## src/rtl/ped_request_scheduler.sv

```systemverilog
// ped_request_scheduler: debounces NS/EW pedestrian buttons, latches requests and issues them
// round-robin to the traffic controller over valid/ack, with timeout abort and a minimum crossing gap.
module ped_request_scheduler #(
    parameter int DEBOUNCE = 4,
    parameter int GAP      = 20,
    parameter int TIMEOUT  = 50
) (
    input  logic clk,
    input  logic rst,
    input  logic ped_NS,
    input  logic ped_EW,
    input  logic ped_req_ack,
    input  logic serve_done,
    output logic ped_req_valid,
    output logic ped_req_dir,
    output logic ped_NS_pend,
    output logic ped_EW_pend,
    output logic ped_wait,
    output logic timeout_err
);
    localparam int DW   = $clog2(DEBOUNCE + 1);
    localparam int CMAX = (GAP > TIMEOUT) ? GAP : TIMEOUT;
    localparam int CW   = $clog2(CMAX + 1);

    typedef enum logic [1:0] {S_IDLE, S_REQ, S_SERVE, S_GAP} state_t;

    state_t        state, state_n;
    logic [CW-1:0] cnt, cnt_n;
    logic          dir, dir_n, rr, rr_n, terr, terr_n;
    logic          hs;
    logic [1:0]    raw, s1, s2, acc, pend;
    logic [DW-1:0] db [2];

    assign raw = {ped_EW, ped_NS};
    assign hs  = (state == S_REQ) && ped_req_ack;

    // index 0 is NS, 1 is EW, matching the ped_req_dir encoding
    for (genvar d = 0; d < 2; d++) begin : g_dir
        assign acc[d] = s2[d] && (db[d] == DW'(DEBOUNCE - 1));
        always_ff @(posedge clk or negedge rst) begin
            if (!rst) begin
                s1[d]   <= 1'b0;
                s2[d]   <= 1'b0;
                db[d]   <= '0;
                pend[d] <= 1'b0;
            end else begin
                s1[d]   <= raw[d];
                s2[d]   <= s1[d];
                db[d]   <= !s2[d] ? '0 : (db[d] == DW'(DEBOUNCE)) ? db[d] : db[d] + DW'(1);
                pend[d] <= acc[d] | (pend[d] & ~(hs && dir == 1'(d)));
            end
        end
    end

    always_comb begin
        state_n = state;
        dir_n   = dir;
        rr_n    = rr;
        terr_n  = 1'b0;
        cnt_n   = (cnt == CW'(CMAX)) ? cnt : cnt + CW'(1);
        case (state)
            S_IDLE: if (|pend) begin
                state_n = S_REQ;
                dir_n   = &pend ? rr : pend[1];
                cnt_n   = '0;
            end
            S_REQ: if (ped_req_ack) begin
                state_n = S_SERVE;
                rr_n    = ~dir;
            end else if (cnt == CW'(TIMEOUT - 1)) begin
                state_n = S_GAP;
                rr_n    = ~dir;
                terr_n  = 1'b1;
                cnt_n   = '0;
            end
            S_SERVE: if (serve_done) begin
                state_n = S_GAP;
                cnt_n   = '0;
            end
            default: if (cnt == CW'(GAP - 1)) state_n = S_IDLE;
        endcase
    end

    always_ff @(posedge clk or negedge rst) begin
        if (!rst) begin
            state <= S_IDLE;
            cnt   <= '0;
            dir   <= 1'b0;
            rr    <= 1'b0;
            terr  <= 1'b0;
        end else begin
            state <= state_n;
            cnt   <= cnt_n;
            dir   <= dir_n;
            rr    <= rr_n;
            terr  <= terr_n;
        end
    end

    assign ped_req_valid = (state == S_REQ);
    assign ped_req_dir   = dir;
    assign ped_NS_pend   = pend[0];
    assign ped_EW_pend   = pend[1];
    assign ped_wait      = |pend || state == S_REQ || state == S_SERVE;
    assign timeout_err   = terr;
endmodule

```

## config.mk

```make
export PLATFORM = sky130hd
export DESIGN_NAME = ped_request_scheduler
export DESIGN_NICKNAME = d
export VERILOG_FILES = /design/src/rtl/ped_request_scheduler.sv
export SDC_FILE = /design/constraint.sdc
export NUM_CORES = 1
export LEC_CHECK = 0
export CORE_ASPECT_RATIO = 0.9
export CORE_MARGIN = 1.5
export CORE_UTILIZATION = 40
export CTS_CLUSTER_SIZE = 40
export DETAILED_ROUTE_END_ITERATION = 8
export GPL_TIMING_DRIVEN = 0
export HOLD_SLACK_MARGIN = 0.03
export SLEW_MARGIN = 15
export SYNTH_ARGS = -nofsm -noshare
export SYNTH_HDL_FRONTEND = slang
export SYNTH_SLANG_ARGS = --single-unit
```

## constraint.sdc

```tcl
create_clock -name clk -period 5 [get_ports clk]
set_input_delay 0.5 -clock clk [delete_from_list [all_inputs] [get_ports clk]]
set_output_delay 0.5 -clock clk [all_outputs]
set_load 0.01 [all_outputs]
```

---- After elaboration in Yosys (flattened, before gate mapping) ----
Index checks and enable logic that the tools add are counted.
word-level totals
  register bits ........................... 23
  bits of input ports ..................... 6
operators by class
  $add $sub $neg .......................... 3
  equality and inequality tests ........... 14
  muxes and demuxes ....................... 22
  bitwise logic cells ..................... 7
  reductions and logical operators ........ 15
operators with widths
  kind                                                             number
  6-bit 2-to-1 mux                                                 5
  6-bit one-hot mux with 3 select lines                            1
  6-bit == test, second input constant                             2
  3-bit 2-to-1 mux                                                 4
  2-bit 2-to-1 mux                                                 5
  2-bit != test, second input constant                             4
  3-bit by 1-bit adder with 3-bit output, second input constant    2
  6-bit by 1-bit adder with 6-bit output, second input constant    1
  3-bit by 2-bit == test with 1-bit output, second input constant  2
  3-bit == test, second input constant                             2
  6-bit by 5-bit == test with 1-bit output, second input constant  1
  1-bit 2-to-1 mux                                                 6
  2-bit one-hot mux with 3 select lines                            1
  2-bit AND reduction                                              3
  1-bit logical AND                                                5
  4-bit AND reduction                                              1
  4-bit nonzero test                                               1
  3-bit by 2-bit != test with 1-bit output, second input constant  1
  1-bit NOT                                                        3
  1-bit bitwise AND                                                2
  2-bit by 1-bit == test with 1-bit output, second input constant  1
  2-bit == test, second input constant                             1
  2-bit zero test                                                  1
  1-bit logical OR                                                 2
  3 further kinds                                                  4

---- Depth between registers and ports, before layout ----
  depth after elaboration ................. 6
  depth in mapped cells ................... 6
  gate-level depth less buffers ........... 6

---- Least setup slack after synthesis ----
OpenSTA, ideal clock, no wires.
  path kind ............................... reg-to-reg
  start ................................... register state[1]
  end ..................................... register state[0]
  data arrival time ....................... 1606 ps
  data required time ...................... 4872 ps
  setup slack ............................. 3266 ps
  cell stages (with the launch flop) ...... 7
  period minus slack after synthesis ...... 1734 ps
  cell sequence ........................... dfrtp_1 -> inv_1 -> ha_1 -> or2b_1 -> a31oi_1 -> nor3_2 -> mux2_1
between the ends
  word-level cells in the longest chain between the ends .. 3
  elaborated cells between the ends (all ways) .. 9
  those cells by class .................... eq/ne (5); mux (1); reduce/logical (3)
ends and longest elaborated chain
  element                                                                                   line  RTL
  start, declared                                                                           27    state_t state, state_n;
  start signal, assigned                                                                    92    state <= state_n;
  2-bit by 1-bit == test with 1-bit output (*)                                              -
  net ped_req_valid                                                                         14    output logic ped_req_valid,
  3-bit by 2-bit != test with 1-bit output (no line) or 4-bit nonzero test (tied branches)  -
  4-bit AND reduction (no line)                                                             -
The timed path passes the listed nets; every way through them passes the cells marked *.
A chain may end at the register's enable or synchronous reset.

---- Final worst setup path ----
  start ................................... register state[1]
  end ..................................... output ped_wait
between the ends
  word-level cells in the longest chain between the ends .. 3
  elaborated cells between the ends (all ways) .. 4
  those cells by class .................... eq/ne (2); reduce/logical (2)
ends and longest elaborated chain
  element                                   line  RTL
  2-bit by 1-bit == test with 1-bit output  104   assign ped_wait = |pend || state == S_REQ || state == S_SERVE;
  1-bit logical OR                          104
  1-bit logical OR (*)                      104
  end, declared                             18    output logic ped_wait,
Every way passes the cells marked *; elsewhere a longest branch is shown, timed or not.

==> out/qor.yml <==
outcome:
  status: "finished clean"
worst_setup_path:
  r2r-start: "state[1]"
  cp_slowest_cell: "clkdlybuf4s50_1"
  rr_worst_depth: 6
  cp_max_fo: 8
  crit_path_end_kind: "output pin"
  cp.required_ns: 4.50
  worstSetupPathType: "reg -> out"
  r2r_setup_slack_ns: 3.15
  crit_path_max_incr_delay_ns: 0.53
  reg2reg_to: "state[1]"
  crit_arrival_ns: 1.84
  worstSetupStartpointType: "flop"
  crit_path_cell_trace: "inv_1 -> ha_1 -> nor2_1 -> nand2_1 -> clkdlybuf4s50_1"
route:
  routed_wl_mm: 1.89
  drtIter0Drc: 9
  ant_nets: 0
  drt-vias-per-instance: 4.67
  drcViolationCount: 0
  dr.pass1.iters: 4
  vias: 762
  routedWlPerCell_um: 11.6
placed_design:
  post-place-cells: 159
  io_buffers: 11
  globalplace.congestion: 0.772
  hpwl_mm: 1.40
sta:
  setup_viol_count_final: 0
  holdWs_ns: 0.138
  rsz0062_at_grt: "false"
  slew-limit-headroom: 0.661
  hold_viol_final: 0
  clock_skew_ns: 0.00412
  slew_violations: 0
  worst_pin_slew_ns: 0.509
  timing.setup.tns_ns: 0
  fmax_ghz: 0.428
  finalCritPeriodShare: 0.468
  period_minus_slack_ns: 2.34
global_route:
  grt.overflow.total: 0
  grt_pass1_wl_mm: 3.37
  gr-usage-met3: 0.0496
  grt_antenna_before_repair: 0
  grt.met2_usage: 0.245
  grt_pass1_vias: 784
  grt_max_degree: 24
  grt.busiest_layer: "met2"
  grt_util_met1: 0.162
  track_usage: 0.139
yosys:
  synth_area_leader_cell: "dfrtp_1"
  synth_area_um2: 1170
  synth_edf_count: 0
  synth.net_count: 127
  ys_warn_count: 0
  async_reset_ff_frac: 1.00
  synth_ff_type: "dfrtp_1"
  yosys_register_bits: 23
  avgSynthCellArea_um2: 10.8
  postSynthCellCount: 108
  ys_top_cells_by_area: "dfrtp_1, ha_1, inv_1"
  netlist.area_leader.share: 0.491
  synth_common_cells: "dfrtp_1, ha_1, inv_1, nand2_1, nor2_1"
  ys_types: 26
  ys_seq_area_frac: 0.491
  synthMostInstantiatedCell: "dfrtp_1"
clock_network:
  cts_tree: "built"
  post_cts_resized: 0
  cts_made_buffers: 3
  clockRootBuffer: "clkbuf_4"
  hold_buffers: 0
  clkLatencyLatePin_ns: 0.31
  cts.htree.levels: 1
  clk_pin_slew_worst_paths_ns: 0.12
  cts_buffer_depth: 2
  cts_setup_buffers: 0
  cts_sinks: 23
final_layout:
  diodes: 0
  final_nets: 143
  final_cells: 163
  area_growth_pct: 15.6
  drive_gt1_frac: 0.0813
  fillers: 279
floorplanning:
  die_h_um: 54.3
  dieArea_um2: 3260
  pin_count: 12
  start_util: 0.423
  dieWidth_um: 60.0
  rows: 18
  core-area_um2: 2770
pwr:
  p_per_area_nw_per_um2: 528
  totalPowerFinal_mw: 0.715
  peakVddDrop_mv: 0.303
  leakagePower_nw: 0.620
min_path:
  hold_class: "in -> async"
run:
  maxCapViolCount: 0
[registers in the layout, summed over array words and instances (netlist names)]
name         cells
cnt              6
db               6
s1               2
s2               2
state            2
ped_EW_pend      1
ped_NS_pend      1
ped_req_dir      1
rr               1
timeout_err      1
[metrics by stage]
stage                     setup WS [ns]  instance area, µm²   util
after floorplan                    3.27                1170      -
after global placement             3.00                1330  0.481
after detailed placement           2.99                1330  0.481
after CTS                          2.63                1360  0.491
after global routing               2.51                1350  0.489
final                              2.66                1350  0.489
[metal layers]
layer | wire (µm) | share of wire | vias up
met3 | 70 | 0.037 | 2
met4 | 15 | 0.0079 | 0
met1 | 908 | 0.48 | 363
met5 | 0 | 0 | -
met2 | 898 | 0.47 | 9
li1 | - | - | 388
[layout by cell type (no fill, tap or decap), types with 3 or more instances in the layout]
cell type / n
ha_1: 13
dfrtp_1: 23
clkdlybuf4s50_1: 10
xor2_1: 3
clkbuf_4: 3
nand3_1: 7
nand2_1: 10
a31oi_1: 3
nor2_1: 10
xnor2_1: 4
inv_1: 10
[worst max-delay path: cells and delay by family (launching register included)]
family                   cells  cell delay [ns]
adder cells (fa/ha/maj)      1             0.34
buffers and inverters        2             0.62
flip-flops                   1             0.43
AND/OR/NAND/NOR              2             0.14
[cells by family (layout without fill, tap and decap cells)]
family                   count (synthesis)  after routing  share of synthesized area
buffers and inverters                   12             27                     0.0385
AO/OA/AOI/OAI                           16             16                      0.104
adder cells (fa/ha/maj)                 13             13                      0.139
multiplexers                             2              2                     0.0192
flip-flops                              23             23                      0.491
AND/OR/NAND/NOR                         35             35                      0.156
XOR/XNOR                                 7              7                     0.0524
[power by group]
group	internal, mW	switching (mW)
Combinational	0.161	0.165
Clock	0.0299	0.0551
Sequential	0.246	0.0583
Total	0.437	0.279
[worst max-delay path by stage]
| stage | startpoint | endpoint | slack, ns | cells after the start |
|---|---|---|---|---|
| after floorplan | state[1] | state[0] | 3.27 | 6 |
| after CTS | state[1] | ped_wait | 2.63 | 5 |
| after detailed placement | ped_req_ack | state[1] | 2.99 | 5 |
| final | state[1] | ped_wait | 2.66 | 5 |
| after global placement | ped_req_ack | state[1] | 3.00 | 5 |
| after global routing | state[1] | ped_wait | 2.51 | 5 |
[final cells by class]
type	count	area (µm²)	share of cell area
clock buffers	3	22.5	0.0166
clock inverters	1	5.00	0.00370
inverters	12	45.0	0.0333
multi-input cells	73	551	0.407
flip-flops and latches	23	576	0.425
well taps	40	50.0	0.0370
repair buffers	11	105	0.0776
(Power assumes the default switching activity.)
